==> src/rtl/fetch_stage_if.sv <==
// rtl/fetch_stage_if.sv - instruction-cache request/response bus between fetch and the I-cache
interface fetch_stage_if;
    logic        ic_req;
    logic [31:0] ic_addr;
    logic        ic_valid;
    logic [31:0] ic_data;

    modport master (
        output ic_req,
        output ic_addr,
        input  ic_valid,
        input  ic_data
    );

    modport slave (
        input  ic_req,
        input  ic_addr,
        output ic_valid,
        output ic_data
    );
endinterface

==> src/rtl/fetch_stage.sv <==
// rtl/fetch_stage.sv - instruction fetch stage: PC, single outstanding I-cache request, IF/ID register
module fetch_stage #(
    parameter logic [31:0] PC_RESET = 32'h0000_0000,
    parameter logic [5:0]  OP_STALL = 6'h3F
) (
    input  logic                clk,
    input  logic                reset,
    input  logic                stall,
    input  logic                branch_taken,
    input  logic [31:0]         branch_target,
    fetch_stage_if.master       ic,
    output logic [31:0]         if_instr,
    output logic [31:0]         if_pc4,
    output logic                if_valid
);

    localparam logic [31:0] BUBBLE_INSTR = {OP_STALL, 26'b0};

    typedef enum logic [1:0] {
        FETCH = 2'd0,
        FULL  = 2'd1,
        DRAIN = 2'd2
    } state_t;

    state_t      state;
    logic [31:0] pc;
    logic [31:0] req_addr;
    logic [31:0] skid_instr;
    logic [31:0] skid_pc4;
    logic [31:0] pc_plus4;

    // FULL parks the request: the skid already holds the next instruction
    assign ic.ic_req  = (state == FETCH || state == DRAIN) && !reset;
    assign ic.ic_addr = req_addr;
    assign pc_plus4   = pc + 32'd4;

    // Fetch FSM and IF/ID register; branch flush beats stall beats normal flow
    always_ff @(posedge clk or posedge reset) begin
        if (reset) begin
            state      <= FETCH;
            pc         <= PC_RESET;
            req_addr   <= PC_RESET;
            skid_instr <= BUBBLE_INSTR;
            skid_pc4   <= 32'd0;
            if_instr   <= BUBBLE_INSTR;
            if_pc4     <= 32'd0;
            if_valid   <= 1'b0;
        end else if (branch_taken) begin
            pc       <= branch_target;
            if_instr <= BUBBLE_INSTR;
            if_pc4   <= 32'd0;
            if_valid <= 1'b0;
            // An unanswered request must be drained before the target can be issued
            if (state != FULL && !ic.ic_valid) begin
                state <= DRAIN;
            end else begin
                state    <= FETCH;
                req_addr <= branch_target;
            end
        end else begin
            case (state)
                FETCH: begin
                    if (ic.ic_valid) begin
                        pc <= pc_plus4;
                        if (stall) begin
                            // Decode cannot take it yet: park the response in the skid
                            skid_instr <= ic.ic_data;
                            skid_pc4   <= pc_plus4;
                            state      <= FULL;
                        end else begin
                            if_instr <= ic.ic_data;
                            if_pc4   <= pc_plus4;
                            if_valid <= 1'b1;
                            req_addr <= pc_plus4;
                        end
                    end else if (!stall) begin
                        if_instr <= BUBBLE_INSTR;
                        if_pc4   <= 32'd0;
                        if_valid <= 1'b0;
                    end
                end
                FULL: begin
                    if (!stall) begin
                        if_instr <= skid_instr;
                        if_pc4   <= skid_pc4;
                        if_valid <= 1'b1;
                        req_addr <= pc;
                        state    <= FETCH;
                    end
                end
                DRAIN: begin
                    // The stale response is dropped; pc already holds the redirect target
                    if_instr <= BUBBLE_INSTR;
                    if_pc4   <= 32'd0;
                    if_valid <= 1'b0;
                    if (ic.ic_valid) begin
                        req_addr <= pc;
                        state    <= FETCH;
                    end
                end
                default: begin
                    state <= FETCH;
                end
            endcase
        end
    end

endmodule

==> src/flat_wrapper.sv <==
// flat-port wrapper written by rule: the top's interface ports become plain ports
module fetch_stage_flat 
#(
    parameter logic [31:0] PC_RESET = 32'h0000_0000,
    parameter logic [5:0]  OP_STALL = 6'h3F
)
  (clk, reset, stall, branch_taken, branch_target, if_instr, if_pc4, if_valid, ic_ic_req, ic_ic_addr, ic_ic_valid, ic_ic_data);
  fetch_stage_if ic_i ();
  input  logic clk;
  input  logic reset;
  input  logic stall;
  input  logic branch_taken;
  input  logic [31:0] branch_target;
  output logic [31:0] if_instr;
  output logic [31:0] if_pc4;
  output logic if_valid;
  output wire logic [$bits(ic_i.ic_req)-1:0] ic_ic_req;
  output wire logic [$bits(ic_i.ic_addr)-1:0] ic_ic_addr;
  input wire logic [$bits(ic_i.ic_valid)-1:0] ic_ic_valid;
  input wire logic [$bits(ic_i.ic_data)-1:0] ic_ic_data;
  assign ic_ic_req = ic_i.ic_req;
  assign ic_ic_addr = ic_i.ic_addr;
  assign ic_i.ic_valid = ic_ic_valid;
  assign ic_i.ic_data = ic_ic_data;
  fetch_stage #(.PC_RESET(PC_RESET), .OP_STALL(OP_STALL)) u_core (.clk(clk), .reset(reset), .stall(stall), .branch_taken(branch_taken), .branch_target(branch_target), .ic(ic_i), .if_instr(if_instr), .if_pc4(if_pc4), .if_valid(if_valid));
endmodule
==> config.mk <==
export PLATFORM = sky130hd
export DESIGN_NAME = fetch_stage_flat
export DESIGN_NICKNAME = d
export VERILOG_FILES = /design/src/rtl/fetch_stage_if.sv /design/src/rtl/fetch_stage.sv /design/src/flat_wrapper.sv
export SDC_FILE = /design/constraint.sdc
export NUM_CORES = 1
export LEC_CHECK = 0
export BUFFER_PORTS_ARGS = -buffer_cell sky130_fd_sc_hd__buf_2
export CAP_MARGIN = 20
export CORE_ASPECT_RATIO = 1.1
export CORE_MARGIN = 2
export CORE_UTILIZATION = 56
export CTS_CLUSTER_SIZE = 16
export DETAILED_ROUTE_END_ITERATION = 16
export GPL_TIMING_DRIVEN = 0
export PLACE_DENSITY = 0.83
export SYNTH_ARGS = -nofsm -noshare
export SYNTH_HDL_FRONTEND = slang
export SYNTH_SLANG_ARGS = --single-unit
==> constraint.sdc <==
create_clock -name clk -period 7.6 [get_ports clk]
set_clock_uncertainty 0.2 [all_clocks]
set_input_delay 0 -clock clk [delete_from_list [all_inputs] [get_ports clk]]
set_output_delay 0 -clock clk [all_outputs]
set_load 0.005 [all_outputs]
# [Yosys cells after proc, flatten, opt, wreduce, memory -nomap -nowiden]
# Index checks and enable logic that the tools add are counted.
# Widths: inputs -> output; s select.
[totals] ff_bits=195 latchBits=0 mem_bits_rw=0 rom_bits=0 out_inout_bits=98 elab_cells=68 memories=0
[op_classes] n_addsub=1 multipliers=0 div_mod_pow=0 magnitude_cmp=0 eq_ne=10 n_shift=0 mux=33 n_bitwise=1 n_reduce_logical=15
[ops] cell="$mux 32" count=18
[ops] cell="$pmux 32 s3" count=3
[ops] cell="$add 32x3->32 const B" count=1
[ops] cell="$ne 3x3->1 const B" count=5
[ops] cell="$mux 2" count=6
[ops] cell="$reduce_and 4->1" count=2
[ops] cell="$pmux 2 s3" count=1
[ops] cell="$reduce_and 6->1" count=1
[ops] cell="$mux 1" count=4
[ops] cell="$ne 4x4->1 const B" count=1
[ops] cell="$reduce_and 2->1" count=2
[ops] cell="$reduce_bool 2->1" count=2
[ops] cell="$reduce_bool 4->1" count=1
[ops] cell="$pmux 1 s3" count=1
[ops] cell="$reduce_and 3->1" count=1
[ops] cell="$eq 2x1->1 const B" count=1
[ops] cell="$eq 2x2->1 const B" count=1
[ops] cell="$logic_and 1x1->1" count=2
[ops] cell="$logic_not 1->1" count=2
[ops] cell="$logic_not 2->1" count=1
[ops] cell="$ne 2x1->1 const B" count=1
[ops] cell="$ne 2x2->1 const B" count=1
[ops] cell="$logic_or 1x1->1" count=1
[ops] cell="$not 1->1" count=1

# [Depth between registers and ports, before layout]
[logic_depth] word_depth=5 mapped_depth=10

# [Worst setup path before layout]
# No wires, ideal clock.
[synth_path] kind="reg2reg" startpoint="reg u_core.state[0]" endpoint="reg u_core.if_instr[8]" setup_ps=96 arrival_time_ps=2043 required_time_ps=7304 setup_slack_ps=5262 stages_incl_launch_ff=11 period_less_slack_ps=2338 path_cell_list="dfrtp_1 -> inv_1 -> ha_1 -> buf_2 -> nor3_2 -> nor2_1 -> nor2_2 -> buf_2 -> buf_2 -> nand2_1 -> o31ai_1"
[synth_between] elab_chain_len=3
[synth_rtl] item="from (decl)" line_no="fetch_stage.sv:25" source="state_t state;"
[synth_rtl] item="from (signal assigned)" line_no="fetch_stage.sv:40" source="state <= FETCH;"
[synth_rtl] item="from (signal assigned)" line_no="fetch_stage.sv:55" source="state <= DRAIN;"
[synth_rtl] item="from (signal assigned)" line_no="fetch_stage.sv:57" source="state <= FETCH;"
[synth_rtl] item="$eq 2x1->1 (tied with other cells)" line_no="fetch_stage.sv:61" source="case (state)"
[synth_rtl] item="$ne 3x3->1 (no line) (tied with other cells)"
[synth_rtl] item="$reduce_and 3->1 (no line) / $mux 32 (equally long branches)"
[synth_rtl] item="to (signal assigned)" line_no="fetch_stage.sv:71" source="if_instr <= ic.ic_data;"
[synth_rtl] item="to (signal assigned)" line_no="fetch_stage.sv:84" source="if_instr <= skid_instr;"
[synth_rtl] item="to (decl)" line_no="fetch_stage.sv:12" source="output logic [31:0] if_instr,"
# Several ways; a longest one is shown, not always the timed one.
# A chain may end at the register's enable or synchronous reset.

# [Final worst setup path]
[layout_path] startpoint="reg u_core.state[0]" endpoint="reg u_core.if_pc4[11]"
[layout_between] elab_chain_len=3
[layout_rtl] item="$eq 2x1->1 (tied with other cells)" line_no="fetch_stage.sv:61"
[layout_rtl] item="$ne 3x3->1 (no line) (tied with other cells)"
[layout_rtl] item="$reduce_and 3->1 (no line) / $mux 32 (equally long branches)"
[layout_rtl] item="to (signal assigned)" line_no="fetch_stage.sv:72" source="if_pc4 <= pc_plus4;"
[layout_rtl] item="to (signal assigned)" line_no="fetch_stage.sv:85" source="if_pc4 <= skid_pc4;"
[layout_rtl] item="to (decl)" line_no="fetch_stage.sv:13" source="output logic [31:0] if_pc4,"
# Several ways; a longest one is shown, not always the timed one.

==> summary.md <==
| Metric | Value |
|---|---|
| Pwr/cell area | 246.9 mW/mm2 |
| First-pass GRT wire length | 45.18 mm |
| Period Utilization, post-route | 42.16% |
| Final Setup Violations | 0 |
| Cts bufs inserted | 17 |
| First DRT Iteration DRCs | 889 |
| Met3 GRT Util | 6.599% |
| Vias per cell | 6.095 |
| Synth top area share | 47.74% |
| CP max FO | 10 |
| Max_slew headroom | 22.86% |
| Setup_tns | 0 ns |
| Final nets | 1299 |
| I/O pins | 167 |
| LEAKAGE | 5.224 nW |
| N_diodes | 0 |
| Layout area overhead | 25.00% |
| Worst Path Class, Setup | reg -> reg |
| Crit path DAT | 3.36 ns |
| Effective utilization at floorplan | 56.79% |
| Largest net degree at the start of global routing | 137 |
| Largest stage delay on the critical path | 0.58 ns |
| CTS Buffer Depth | 2 |
| FFs w/ async S/R, synth | 100.0% |
| Overall power | 2.960 mW |
| Critical path cell sequence | inv_1, ha_1, clkbuf_1, nor3_2, nor2_1, nor2_2, clkbuf_1, a22oi_1, o21ai_0 |
| Final core occ | 70.99% |
| Avg Inst Size Synth | 9.859 um2 |
| Status | finished clean |
| Ranking of synthesized cells by area | dfrtp_1 48%, mux2_2 5.2%, nand2_1 4.8%, a22oi_1 4.1%, xnor2_1 3.9% |
| Die area | 0.01819 mm2 |
| Die Height | 141.3 um |
| Max Freq | 312.1 MHz |
| Core area | 0.01689 mm2 |
| RSZ-0062 raised after global routing | no |
| Worst r2r src | u_core.state[0] |
| DRC viols | 0 |
| Die W | 128.8 um |
| Worst hold margin | 0.1287 ns |
| Slew Viols, Final | 0 |
| Net count after synthesis | 1046 |
| Worst skew pair latency | 0.45 ns |
| Top delay family on crit path | simple AND/OR/NAND/NOR gates |
| Hold Crit Class | in -> reg |
| Count of final hold-check violations | 0 |
| Grt met2 use | 52.74% |
| Hold-fix buffers, CTS | 69 |
| Synthesized cell area | 0.009593 mm2 |
| WL per Instance | 19.92 um |
| GR Util All Layers | 32.24% |
| Met1 GRT Util | 41.59% |
| GPL Wtd Cong | 0.9486 |
| CP Launch Type | register |
| Flops & latches, synth | 195 |
| H-tree depth | 4 |
| DP HPWL | 19.27 mm |
| Worst path slowest cell | clkbuf_1 |
| CP required | 7.75 ns |
| VDD IR-drop max | 179.4 uV |
| # clock sinks | 195 |
| Worst-path clk slew | 0.07 ns |
| Port bufs | 164 |
| Cell variety after synth | 63 |
| Post-Route WL | 28.83 mm |
| Most used cell, CP | clkbuf_1 |
| Ys flop type | dfrtp_1 |
| Cell row count | 50 |
| CTS tree | done |
| Vias | 8819 |
| Post-layout min period | 3.204 ns |
| Vias in the first global route | 8690 |
| Post-CTS Setup Repair Bufs | 0 |
| Congestion Overflow GR | 0 |
| DRT antenna net count | 0 |
| Crit path buf inv count | 3 |
| Fillers | 1158 |
| Slew @ Worst Pin | 1.153 ns |
| Layout cell share with drive strength beyond 1 | 23.97% |
| CTS root buffer | clkbuf_16 |
| Hold path startpoint | branch_target[5] |
| Number of flops mapped to enable cells by yosys | 0 |
| Pre-antenna DRT Iters | 5 |
| Synth area leader | dfrtp_1 |
| GRT Max-Usage Layer | met2 |
| Critical Path End Type | register |
| Post-synthesis sequential area ratio | 51.02% |
| Crit path from | u_core.state[0] |
| Post-Syn Instances | 973 |
| Initial antenna violation count | 0 |
| Syn. warnings | 0 |
| Maxcap violations | 0 |
| Post_cts resized | 0 |
[synth_stat cells, drive strengths merged (5+ instances only)]
cell type	n
dfrtp	183
nand2	123
o21ai	92
nor2	78
clkbuf	69
a22oi	53
mux2	44
xnor2	43
o31ai	34
xor2	34
a21oi	31
buf	23
nor3	22
nand3	21
nand4	15
dfstp	12
inv	10
a221oi	9
nor4	7
and3	6
o221ai	5
[cell type report]
class,instances,area (um2),area share (%)
sequential,195,4895,40.82
multi-input combinational,676,4273,35.63
timing repair buffer,234,1539,12.83
clock buffer,19,452.9,3.777
buffer,92,387.9,3.235
tap,208,260.3,2.170
clock inverter,13,138.9,1.158
inverter,10,45.04,0.3756
[layer usage]
layer	part of all wire (%)	vias to the layer above
met5	0	-
met4	3.7	0
met3	9.2	88
met2	48	524
met1	39	4263
li1	-	3944
[registers in the layout, indices dropped and copies added, names as in the netlist]
signal	cells
u_core.ic.ic_addr	32
u_core.if_instr	32
u_core.if_pc4	32
u_core.pc	32
u_core.skid_instr	32
u_core.skid_pc4	32
u_core.state	2
u_core.if_valid	1
[cell families (layout without fill, tap and decap cells)]
kind of cell	Yosys count	count (layout)	synth area share, %
AOI/OAI and AO/OA	254	254	17.16
buffers and inverters	102	368	4.435
adders and majority gates	4	4	0.5217
and+or+nand+nor	295	295	14.45
xor gates and xnor gates	77	77	7.030
muxes	46	46	5.374
DFF	195	195	51.02
[metrics by stage]
| step | instances | cell area [um2] | setup slack (ns) |
|---|---|---|---|
| floorplan | 973 | 9593 | 2.108 |
| global placement | 1345 | 10670 | 0.03304 |
| detailed placement | 1346 | 10710 | 4.506 |
| CTS | 1447 | 11990 | 4.441 |
| global route | 1447 | 11990 | 4.183 |
| finish | 1447 | 11990 | 4.396 |
[worst min-delay path, delay by kind of cell]
kind / cells / cell delay (ns)
AOI/OAI and AO/OA: 1 / 0.10
buffers and inverters: 2 / 0.64
[report_power, final]
part / internal [mW] / switching, mW
registers: 1.25 / 0.117
clock network: 0.481 / 0.427
logic: 0.287 / 0.403
[cell usage in the layout (no fill, tap or decap), types with 3 or more instances in the layout]
master	instances
o22ai_1	4
dfrtp_1	183
inv_8	3
o221ai_1	5
a31oi_1	4
nor2_1	76
clkbuf_16	17
and3_1	6
xnor2_1	43
nor4_1	6
o21ai_0	74
a22oi_1	53
a22o_1	3
dfstp_2	12
buf_2	180
inv_1	7
nor3_2	7
buf_4	4
clkbuf_1	69
inv_6	4
ha_1	4
nand3_1	20
dlygate4sd3_1	69
o211ai_1	3
xor2_1	34
a221oi_1	8
o21a_1	3
and4_1	4
o21ai_1	18
nand2b_1	4
nor3_1	15
mux2_2	44
o31ai_1	33
nand4_1	13
a21oi_1	31
nand2_1	123
[worst paths after layout]
kind / cells after the start / end / slack, ns
worst max register to register: 9 / u_core.if_pc4[11] / 4.40
worst min-delay path: 3 / u_core.pc[5] / 0.13
worst max-delay path: 9 / u_core.if_pc4[11] / 4.40
min in group asynchronous: 4 / u_core.ic.ic_addr[4] / 0.59
max in group asynchronous: 5 / u_core.ic.ic_addr[18] / 5.58
worst min register to register: 2 / u_core.if_instr[25] / 0.27
No activity file was read; power rests on OpenSTA's default activity.
